<file path="config.mk">
export PLATFORM = sky130hd
export DESIGN_NAME = video_rx_unit
export DESIGN_NICKNAME = d
export VERILOG_FILES = /design/src/rtl/video_rx_unit.sv
export SDC_FILE = /design/constraint.sdc
export NUM_CORES = 1
export LEC_CHECK = 0
export BUFFER_PORTS_ARGS = -buffer_cell sky130_fd_sc_hd__buf_4
export CORE_UTILIZATION = 55
export CTS_BUF_LIST = sky130_fd_sc_hd__clkbuf_4
export CTS_CLUSTER_DIAMETER = 150
export CTS_CLUSTER_SIZE = 8
export DETAILED_ROUTE_END_ITERATION = 8
export GPL_ROUTABILITY_DRIVEN = 1
export PLACE_DENSITY = 0.81
export SYNTH_ARGS = -nofsm -noshare
export SYNTH_HDL_FRONTEND = slang
export SYNTH_SLANG_ARGS = --single-unit
</file>
<file path="constraint.sdc">
create_clock -name iClk -period 6.1 [get_ports iClk]
set_input_delay 0.305 -clock iClk [delete_from_list [all_inputs] [get_ports iClk]]
set_output_delay 0.305 -clock iClk [all_outputs]
set_load 0.01 [all_outputs]
</file>
<file path="src/rtl/video_rx_unit.sv">
// video_rx_unit
// Receive side of the TFT video link. Registers a parallel 4:4:4 RGB stream
// with HSync/VSync/DE, re-emits it as a pixel stream tagged with X/Y
// coordinates, and measures line/frame timing against the programmed values.
//
// Ports
//   iClk, iRst                 video clock, async active-low reset
//   iTftColorR/G/B, iTftHSync, iTftVSync, iTftDe   incoming video
//   iHdisplay, iHSyncMax       expected active width / line total-1
//   iVdisplay, iVSyncMax       expected active height / frame total-1
//   oPixel, oPixelVd, oPosX, oPosY, oSof           captured pixel stream
//   oHMax, oHactive, oVMax, oVactive               measured timing
//   oErr, oFrameDone, oLocked                      per-frame status
module video_rx_unit #(
  parameter int pHdisplayWidth = 11,
  parameter int pVdisplayWidth = 11,
  parameter bit pSyncActiveLow = 1'b1
) (
  input  logic                      iClk,
  input  logic                      iRst,
  input  logic [3:0]                iTftColorR,
  input  logic [3:0]                iTftColorG,
  input  logic [3:0]                iTftColorB,
  input  logic                      iTftHSync,
  input  logic                      iTftVSync,
  input  logic                      iTftDe,
  input  logic [pHdisplayWidth:0]   iHdisplay,
  input  logic [pHdisplayWidth:0]   iHSyncMax,
  input  logic [pVdisplayWidth:0]   iVdisplay,
  input  logic [pVdisplayWidth:0]   iVSyncMax,
  output logic [11:0]               oPixel,
  output logic                      oPixelVd,
  output logic [pHdisplayWidth:0]   oPosX,
  output logic [pVdisplayWidth:0]   oPosY,
  output logic                      oSof,
  output logic [pHdisplayWidth:0]   oHMax,
  output logic [pHdisplayWidth:0]   oHactive,
  output logic [pVdisplayWidth:0]   oVMax,
  output logic [pVdisplayWidth:0]   oVactive,
  output logic [3:0]                oErr,
  output logic                      oFrameDone,
  output logic                      oLocked
);

  localparam logic [pHdisplayWidth:0] hOne = {{pHdisplayWidth{1'b0}}, 1'b1};
  localparam logic [pVdisplayWidth:0] vOne = {{pVdisplayWidth{1'b0}}, 1'b1};

  // Stage 1: input registers, sync normalised to active-high
  logic [11:0] rColor;
  logic        rHs, rVs, rDe;
  logic        rHsPrev, rVsPrev, rDePrev;

  always_ff @(posedge iClk or negedge iRst) begin
    if (!iRst) begin
      rColor  <= '0;
      rHs     <= 1'b0;
      rVs     <= 1'b0;
      rDe     <= 1'b0;
      rHsPrev <= 1'b0;
      rVsPrev <= 1'b0;
      rDePrev <= 1'b0;
    end else begin
      rColor  <= {iTftColorR, iTftColorG, iTftColorB};
      rHs     <= iTftHSync ^ pSyncActiveLow;
      rVs     <= iTftVSync ^ pSyncActiveLow;
      rDe     <= iTftDe;
      rHsPrev <= rHs;
      rVsPrev <= rVs;
      rDePrev <= rDe;
    end
  end

  logic hsEdge, vsEdge, deFall;
  assign hsEdge = rHs & ~rHsPrev;
  assign vsEdge = rVs & ~rVsPrev;
  assign deFall = ~rDe & rDePrev;

  // Measurement state
  logic [pHdisplayWidth:0] rHCnt, rDeCnt;
  logic [pVdisplayWidth:0] rVCnt, rVactCnt;
  logic [3:0]              rAcc;
  logic                    rHsSeen, rFrameSeen;
  logic [1:0]              rClean;

  logic                    hMaxErr, hActErr;
  logic [3:0]              accNext, errNow;
  logic [pVdisplayWidth:0] vactNext;
  logic [1:0]              cleanNext;

  // Events landing in the same cycle as the VS edge still belong to the
  // frame being closed, so the report is built from the "next" values.
  always_comb begin
    hMaxErr  = hsEdge & rHsSeen & (rHCnt != iHSyncMax);
    hActErr  = deFall & (rDeCnt != iHdisplay);
    accNext  = rAcc | {1'b0, hActErr, 1'b0, hMaxErr};
    vactNext = rVactCnt;
    if (deFall && (rVactCnt != '1)) vactNext = rVactCnt + vOne;
    errNow   = {(vactNext != iVdisplay), accNext[2], (rVCnt != iVSyncMax), accNext[0]};
    cleanNext = 2'd0;
    if (errNow == 4'd0) cleanNext = (rClean == 2'd2) ? 2'd2 : rClean + 2'd1;
  end

  always_ff @(posedge iClk or negedge iRst) begin
    if (!iRst) begin
      rHCnt      <= '0;
      rDeCnt     <= '0;
      rVCnt      <= '0;
      rVactCnt   <= '0;
      rAcc       <= '0;
      rHsSeen    <= 1'b0;
      rFrameSeen <= 1'b0;
      rClean     <= '0;
      oHMax      <= '0;
      oHactive   <= '0;
      oVMax      <= '0;
      oVactive   <= '0;
      oErr       <= '0;
      oFrameDone <= 1'b0;
    end else begin
      oFrameDone <= 1'b0;

      if (hsEdge) rHCnt <= '0;
      else if (rHCnt != '1) rHCnt <= rHCnt + hOne;

      if (hsEdge) begin
        rHsSeen <= 1'b1;
        if (rHsSeen) oHMax <= rHCnt;
      end

      if (deFall) begin
        rDeCnt   <= '0;
        oHactive <= rDeCnt;
      end else if (rDe && (rDeCnt != '1)) begin
        rDeCnt <= rDeCnt + hOne;
      end

      if (vsEdge) begin
        rVCnt      <= '0;
        rVactCnt   <= '0;
        rAcc       <= '0;
        rFrameSeen <= 1'b1;
        if (rFrameSeen) begin
          oVMax      <= rVCnt;
          oVactive   <= vactNext;
          oErr       <= errNow;
          oFrameDone <= 1'b1;
          rClean     <= cleanNext;
        end
      end else begin
        rVactCnt <= vactNext;
        rAcc     <= accNext;
        if (hsEdge && (rVCnt != '1)) rVCnt <= rVCnt + vOne;
      end
    end
  end

  assign oLocked = (rClean == 2'd2);

  // Stage 2: registered pixel stream
  always_ff @(posedge iClk or negedge iRst) begin
    if (!iRst) begin
      oPixel   <= '0;
      oPixelVd <= 1'b0;
      oPosX    <= '0;
      oPosY    <= '0;
      oSof     <= 1'b0;
    end else begin
      oPixel   <= rColor;
      oPixelVd <= rDe;
      oPosX    <= rDeCnt;
      oPosY    <= rVactCnt;
      oSof     <= rDe & (rDeCnt == '0) & (rVactCnt == '0) & rFrameSeen;
    end
  end

endmodule

</file>
==> impl_metrics.py, run 1 <==
metrics = {
    "sta": {
        "finalMaxSlewViolations": 0,
        "setup_violations": 0,
        "fin_crit_ps": 3470,
        "maxSlewHeadroom_pct": 25.5,
        "tightestPinTransition_ps": 1110,
        "final.setup.tns_ps": 0,
        "worst_clock_skew_ps": 19.6,
        "hold_violations": 0,
        "fin_crit_sh_pct": 56.8,
        "fmax_ghz": 0.289,
        "rsz0062_at_grt": "no",
    },
    "synth": {
        "yosysSeqAreaShare_pct": 58.5,
        "syn_area_sq_um": 6930,
        "syn_nets": 711,
        "async_flop_share_pct": 100,
        "syn_inst": 638,
        "ys.flop_type": "dfrtp_1",
        "synth_edf_count": 0,
        "synth-seq-cells": 162,
        "syn_avg_cell_area_sq_um": 10.9,
        "yosys_warnings": 0,
        "ys_types": 51,
    },
    "grt": {
        "track_usage_pct": 27.4,
        "grt_max_degree": 100,
        "antenna_found_initial": 0,
        "gr-total-overflow": 0,
        "grt_pass1_vias": 5422,
        "grt_pass1_wl_microns": 27000,
    },
    "routing": {
        "vias": 5384,
        "wl_microns": 16700,
        "drt-pass1-iter-count": 5,
        "ant_nets": 0,
        "wire_per_inst_microns": 17.1,
        "drt-initial-drc-count": 346,
        "route.detailed.drc": 0,
        "viasPerCell": 5.50,
    },
    "pwr": {
        "switchingPower_mw": 0.651,
        "power_leakage_nw": 4.16,
        "p_clk_share_pct": 28.0,
        "p_seq_share_pct": 56.4,
        "comb_power_share_pct": 15.6,
        "swShare_pct": 29.8,
        "powerDensity_nw_per_um2": 253,
        "ir_drop_mv": 0.142,
        "p_int_mw": 1.53,
    },
    "worst_setup_path": {
        "critPathTopFamily": "simple AND/OR/NAND/NOR gates",
        "cpMaxStageDelayCell": "a2111oi_0",
        "cpPeakStageDelay_ps": 660,
        "crit_buf_inv": 0,
        "end_kind": "flop",
        "path_max_fanout": 13,
        "cp-start-kind": "flop",
        "crit_arrival_ps": 3990,
        "cpMostUsedCell": "xnor2_1",
        "crit_chain": "ha_1 > nand3_1 > a2111oi_0 > xnor2_1 > xnor2_1 > or4_4 > nor4_4 > a32o_1",
        "cp.required_ps": 6630,
        "criticalPathCategory": "reg2reg",
    },
    "clock_network": {
        "cts_resized": 0,
        "clk_latency_ps": 580,
        "postCtsSetupBuffers": 0,
        "cts_root_buffer": "clkbuf_4",
        "cts_tree": "built",
        "cts_sinks": 162,
        "htree_num_levels": 4,
        "ctsHoldBuffers": 16,
        "clk_pin_slew_ps": 150,
        "ctsLongestPathBuffers": 2,
        "cts_made_buffers": 17,
    },
    "placed_design": {
        "dpl-instance-area_sq_um": 8210,
        "numPortBuffers": 156,
        "place_congestion": 0.912,
        "dp_hpwl_microns": 12000,
    },
    "finish": {
        "antenna-diode-count": 0,
        "stdcell_area_sq_um": 8650,
        "drive_above_1_share_pct": 27.3,
        "n_fill_cell": 940,
        "regArea_sq_um": 4050,
        "areaGrowthSynthToFinish_pct": 24.8,
        "final_nets": 871,
        "multi_input_area_sq_um": 2690,
    },
    "floorplanning": {
        "die_w_microns": 114,
        "initial_core_util_pct": 57.0,
        "die_h_microns": 114,
        "dieArea_sq_um": 13100,
        "rows": 40,
        "coreArea_sq_um": 12200,
        "boundaryPins": 157,
    },
    "min_path": {
        "hold_path_class": "in2reg",
    },
    "status": {
        "status": "complete, no violations",
    },
    "flow_run": {
        "drv_cap": 0,
    },
}
[cell usage after synthesis, types with 3 or more instances]
cell type / number / area (sq um)
a211oi_1: 4 / 30.0
and3_1: 5 / 31.3
nor2b_1: 7 / 43.8
ha_1: 8 / 100
mux2_2: 20 / 225
o21ai_0: 42 / 210
a21oi_1: 14 / 70.1
or2_2: 3 / 18.8
nand4_1: 15 / 93.8
nor4_1: 14 / 87.6
nor3_1: 5 / 25.0
nand2b_1: 3 / 18.8
a31oi_1: 3 / 18.8
nand3b_1: 3 / 22.5
or3_1: 5 / 31.3
clkbuf_1: 30 / 113
and4_1: 5 / 43.8
xor2_1: 35 / 307
inv_1: 16 / 60.1
mux2i_1: 6 / 60.1
nand3_1: 19 / 95.1
nor2_1: 58 / 218
nand2_1: 83 / 312
xnor2_1: 34 / 298
dfrtp_1: 162 / 4050
[cells by family (layout without fill, tap and decap cells)]
kind of cell               Yosys count  after routing  synth area share [%]
adders and majority gates            8              8                  1.44
buffers and inverters               50            223                  2.74
xor gates and xnor gates            69             69                  8.72
AOI/OAI and AO/OA                   83             83                  7.19
DFF                                162            162                  58.5
muxes                               26             26                  4.12
and+or+nand+nor                    240            240                  17.3
[worst paths after layout]
kind / to / slack, ps / from / cells after the start
max: rClean[0] / 2630 / rVactCnt[0] / 8
min: oErr[1] / 140 / iVSyncMax[2] / 5
max reg2reg: rClean[0] / 2630 / rVactCnt[0] / 8
min reg2reg: oPixel[11] / 360 / rColor[11] / 0
max in group asynchronous: rColor[8] / 4350 / iRst / 3
min in group asynchronous: oVMax[1] / 320 / iRst / 2
[metrics by stage]
stage | power, mW | hold WS, ps | instances | util (%) | setup WS [ps]
after CTS | 2.20 | 116 | 979 | 71.1 | 2670
after global placement | 1.57 | 332 | 931 | 67.5 | 2780
final | 2.18 | 145 | 979 | 71.1 | 2630
after detailed placement | 1.59 | 335 | 931 | 67.5 | 2720
after global routing | 2.29 | 184 | 979 | 71.1 | 2380
after floorplan | 1.40 | 9.41 | 638 | - | 3440
[power by group through the flow]
stage                     sequential [mW]  clock (mW)  combinational [mW]
final                                1.23       0.612               0.340
after CTS                            1.23       0.628               0.344
after global routing                 1.24       0.671               0.376
after detailed placement             1.25           0               0.335
after global placement               1.25           0               0.322
after floorplan                      1.24           0               0.162
[sequential cells by signal (all words and copies together) (netlist names), 2 cells and up]
| name | flops |
|---|---|
| oErr | 4 |
| oHMax | 12 |
| oHactive | 12 |
| oPixel | 12 |
| oPosX | 12 |
| oPosY | 12 |
| oVMax | 12 |
| oVactive | 12 |
| rAcc | 2 |
| rClean | 2 |
| rColor | 12 |
| rDeCnt | 12 |
| rHCnt | 12 |
| rVCnt | 12 |
| rVactCnt | 12 |
[per-layer routing]
| layer | GRT usage (%) | vias to the layer above | wire length [microns] |
|---|---|---|---|
| li1 | - | 2507 | - |
| met1 | 35.3 | 2633 | 7170 |
| met2 | 45.1 | 213 | 8230 |
| met3 | 6.09 | 31 | 913 |
| met4 | 11.2 | 0 | 378 |
| met5 | 0 | - | 0 |
[cell type report]
| class | count | area share (%) |
|---|---|---|
| clock buffers | 17 | 1.48 |
| clock inverters | 15 | 1.74 |
| multi-input cells | 426 | 31.1 |
| flip-flops and latches | 162 | 46.9 |
| repair buffers | 175 | 15.7 |
| well taps | 168 | 2.43 |
| inverters | 16 | 0.694 |
[placed cells by master (no fill, tap or decap), types with 4 or more instances in the layout]
cell,Yosys,layout
dlygate4sd3_1,0,16
a21oi_1,14,14
inv_1,16,16
a211oi_1,4,4
ha_1,8,8
or3_1,5,5
clkbuf_4,0,17
nor3_1,5,5
and3_1,5,5
xor2_1,35,35
nand4_1,15,15
and4_1,5,5
mux2i_1,6,6
o21ai_0,42,42
dfrtp_1,162,162
xnor2_1,34,34
clkinvlp_4,0,4
nor2_1,58,58
nor4_1,14,14
nor2b_1,7,6
inv_6,0,4
nand3_1,19,19
mux2_2,20,20
buf_4,0,158
nand2_1,83,83
[worst min-delay path: cells and delay by family]
kind	cells	cell delay, ps
AND/OR/NAND/NOR	2	120
XOR/XNOR	1	50
buffers and inverters	1	80
AO/OA/AOI/OAI	1	130
Note: power is estimated with default switching activity, not from simulation.
==> run 2: changes to the inputs <==
ABC_AREA = 1   (was not set)
clock period = 3.5 ns   (was 6.1 ns; I/O delays follow)
==> run 2 against run 1 <==
Compared with the run above:
- first-iteration DRC count up 35%
- routed wire length up 0.96%
- non-clock buffer count increased by 4
- worst hold slack lost 33 ps
- register-to-register slack worse by 2000 ps
- via count rose by 13%
- clock power increased by 98%
- sequential cell count did not move
- fmax grew 20%
- count of clock-buffer cells in the layout unchanged
- critical path type unchanged
- largest cell class unchanged
==> impl_metrics.py, run 2 <==
metrics = {
    "sta": {
        "fmax_ghz": 0.346,
        "maxSlewHeadroom_pct": 42.3,
        "tightestPinTransition_ps": 865,
        "rsz0062_at_grt": "no",
        "final.setup.tns_ps": 0,
        "finalMaxSlewViolations": 0,
        "fin_crit_sh_pct": 82.6,
        "worst_clock_skew_ps": 18.4,
        "setup_violations": 0,
        "fin_crit_ps": 2890,
        "hold_violations": 0,
    },
    "synth": {
        "synth.area.top_cells": "dfrtp_1 (56%), nand2_1 (12%), inv_1 (5.3%)",
        "syn_avg_cell_area_sq_um": 8.73,
        "async_flop_share_pct": 100,
        "syn_inst": 824,
        "synth_edf_count": 0,
        "ys_types": 38,
        "syn_nets": 897,
        "ys_top_cells_by_count": "nand2_1 (223), dfrtp_1 (162), inv_1 (101)",
        "yosys_warnings": 0,
        "synth_most_common_cell": "nand2_1",
        "syn_area_sq_um": 7190,
        "synth-seq-cells": 162,
        "yosysSeqAreaShare_pct": 56.4,
        "ys.flop_type": "dfrtp_1",
        "synth_top_area_cell": "dfrtp_1",
        "synth_top_area_share_pct": 56.4,
    },
    "status": {
        "status": "complete, no violations",
    },
    "clock_network": {
        "postCtsSetupBuffers": 0,
        "cts_resized": 0,
        "clk_pin_slew_ps": 130,
        "cts_root_buffer": "clkbuf_4",
        "cts_made_buffers": 17,
        "htree_num_levels": 4,
        "cts_tree": "built",
        "clk_latency_ps": 560,
        "ctsLongestPathBuffers": 2,
        "cts_sinks": 162,
        "ctsHoldBuffers": 19,
    },
    "worst_setup_path": {
        "cp-start-kind": "flop",
        "crit_buf_inv": 3,
        "crit_arrival_ps": 3380,
        "cpMaxStageDelayCell": "dlygate4sd3_1",
        "critPathTopFamily": "simple AND/OR/NAND/NOR gates",
        "crit_chain": "inv_2 > nand2_2 > inv_2 > nand2_2 > nor2_2 > nand3_1 > nand2_2 > nand2_1 > nand2_1 > nand3_2 > nor2_2 > nand4_1 > dlygate4sd3_1 > nand2_1",
        "criticalPathCategory": "reg2reg",
        "cp.required_ps": 3990,
        "cpPeakStageDelay_ps": 570,
        "end_kind": "flop",
        "path_max_fanout": 35,
    },
    "grt": {
        "gr-total-overflow": 0,
        "grt_pass1_wl_microns": 26900,
        "track_usage_pct": 26.3,
        "antenna_found_initial": 0,
        "grt_max_degree": 97,
        "grt_pass1_vias": 5616,
    },
    "finish": {
        "mostFrequentLayoutCell": "nand2_1",
        "n_fill_cell": 1031,
        "antenna-diode-count": 0,
        "final_cell_mix": "nand2_1 (223), dfrtp_1 (162), buf_4 (158)",
        "drive_above_1_share_pct": 21.6,
        "final_nets": 1079,
        "fin_util_pct": 71.5,
        "areaGrowthSynthToFinish_pct": 25.9,
    },
    "floorplanning": {
        "die_w_microns": 116,
        "die_h_microns": 116,
        "rows": 41,
        "coreArea_sq_um": 12700,
        "dieArea_sq_um": 13500,
        "boundaryPins": 157,
        "initial_core_util_pct": 56.7,
    },
    "routing": {
        "vias": 6090,
        "ant_nets": 0,
        "wire_per_inst_microns": 14.2,
        "viasPerCell": 5.12,
        "wl_microns": 16900,
        "drt-initial-drc-count": 467,
        "route.detailed.drc": 0,
        "drt-pass1-iter-count": 5,
    },
    "pwr": {
        "ir_drop_mv": 0.363,
        "powerDensity_nw_per_um2": 438,
        "power_leakage_nw": 4.50,
    },
    "placed_design": {
        "numPortBuffers": 156,
        "place_congestion": 0.924,
        "dp_hpwl_microns": 12300,
    },
    "flow_run": {
        "drv_cap": 0,
    },
    "min_path": {
        "hold_path_class": "in2reg",
    },
}
run 2: changes by cell type in the layout (fill, tap and decap cells not counted), sizes merged, moves of 7 or more:
cell	delta
nand2	+150
xor2	-25
nor4	-10
nor3	+19
inv	+86
nor2b	-7
xnor2	-15
o21ai	+25
nor2	+7
nand3	+38
mux2	-20
run 2: logic make-up after synthesis:
family / count (synthesis) / synth area share (%)
compound gates: 97 / 7.31
xor+xnor: 29 / 3.53
fa+ha+maj: 8 / 1.39
buf+inv: 121 / 6.46
flops: 162 / 56.4
simple gates: 407 / 24.9
run 2: final cells by class:
class / instances / area (sq um) / area share, %
sequential: 162 / 4050 / 44.8
multi-input combinational: 541 / 2670 / 29.5
timing repair buffer: 179 / 1410 / 15.5
inverter: 105 / 394 / 4.35
tap: 172 / 215 / 2.38
clock inverter: 14 / 184 / 2.03
clock buffer: 17 / 128 / 1.41
run 2: power breakdown:
group	internal [mW]	switching [mW]	leakage [nW]
Sequential	2.01	0.116	2.12
Clock	0.561	0.645	0.163
Combinational	0.289	0.347	2.21
run 2: per-layer routing:
layer / wire length (microns) / vias to the layer above / part of all wire [%] / track usage [%]
met3: 920 / 34 / 5.5 / 5.14
met1: 7410 / 2848 / 44 / 35.6
met2: 8190 / 202 / 49 / 42.2
met5: 0 / - / 0 / 0
met4: 335 / 0 / 2.0 / 10.3
li1: - / 3006 / - / -
run 2: worst reg2reg max path, stage by stage, from the launching register on:
cell           delay [ps]
dfrtp_1               460
inv_2                  90
nand2_2               340
inv_2                 320
nand2_2               100
nor2_2                180
nand3_1               150
nand2_2               110
nand2_1                50
nand2_1                70
nand3_2                80
nor2_2                150
nand4_1                90
dlygate4sd3_1         570
nand2_1                60
run 2: final timing paths:
check,from,end,slack [ps],depth (start not counted)
worst min register to register,rColor[0],oPixel[0],360,0
max in group asynchronous,iRst,oPosX[10],2380,3
worst min-delay path,iVSyncMax[8],oErr[1],110,7
worst max-delay path,rDe,rClean[1],610,14
worst max register to register,rDe,rClean[1],610,14
min in group asynchronous,iRst,rColor[7],260,2
run 2: metrics by stage:
stage,hold WS [ps],setup WS (ps),instances,cell area [sq um],power [mW]
detailed placement,286,1150,1140,8550,2.78
global placement,285,1250,1140,8550,2.76
finish,112,609,1190,9050,3.96
global route,79.9,411,1190,9050,4.17
CTS,66.7,662,1190,9050,3.99
floorplan,-121,1660,824,7190,2.45
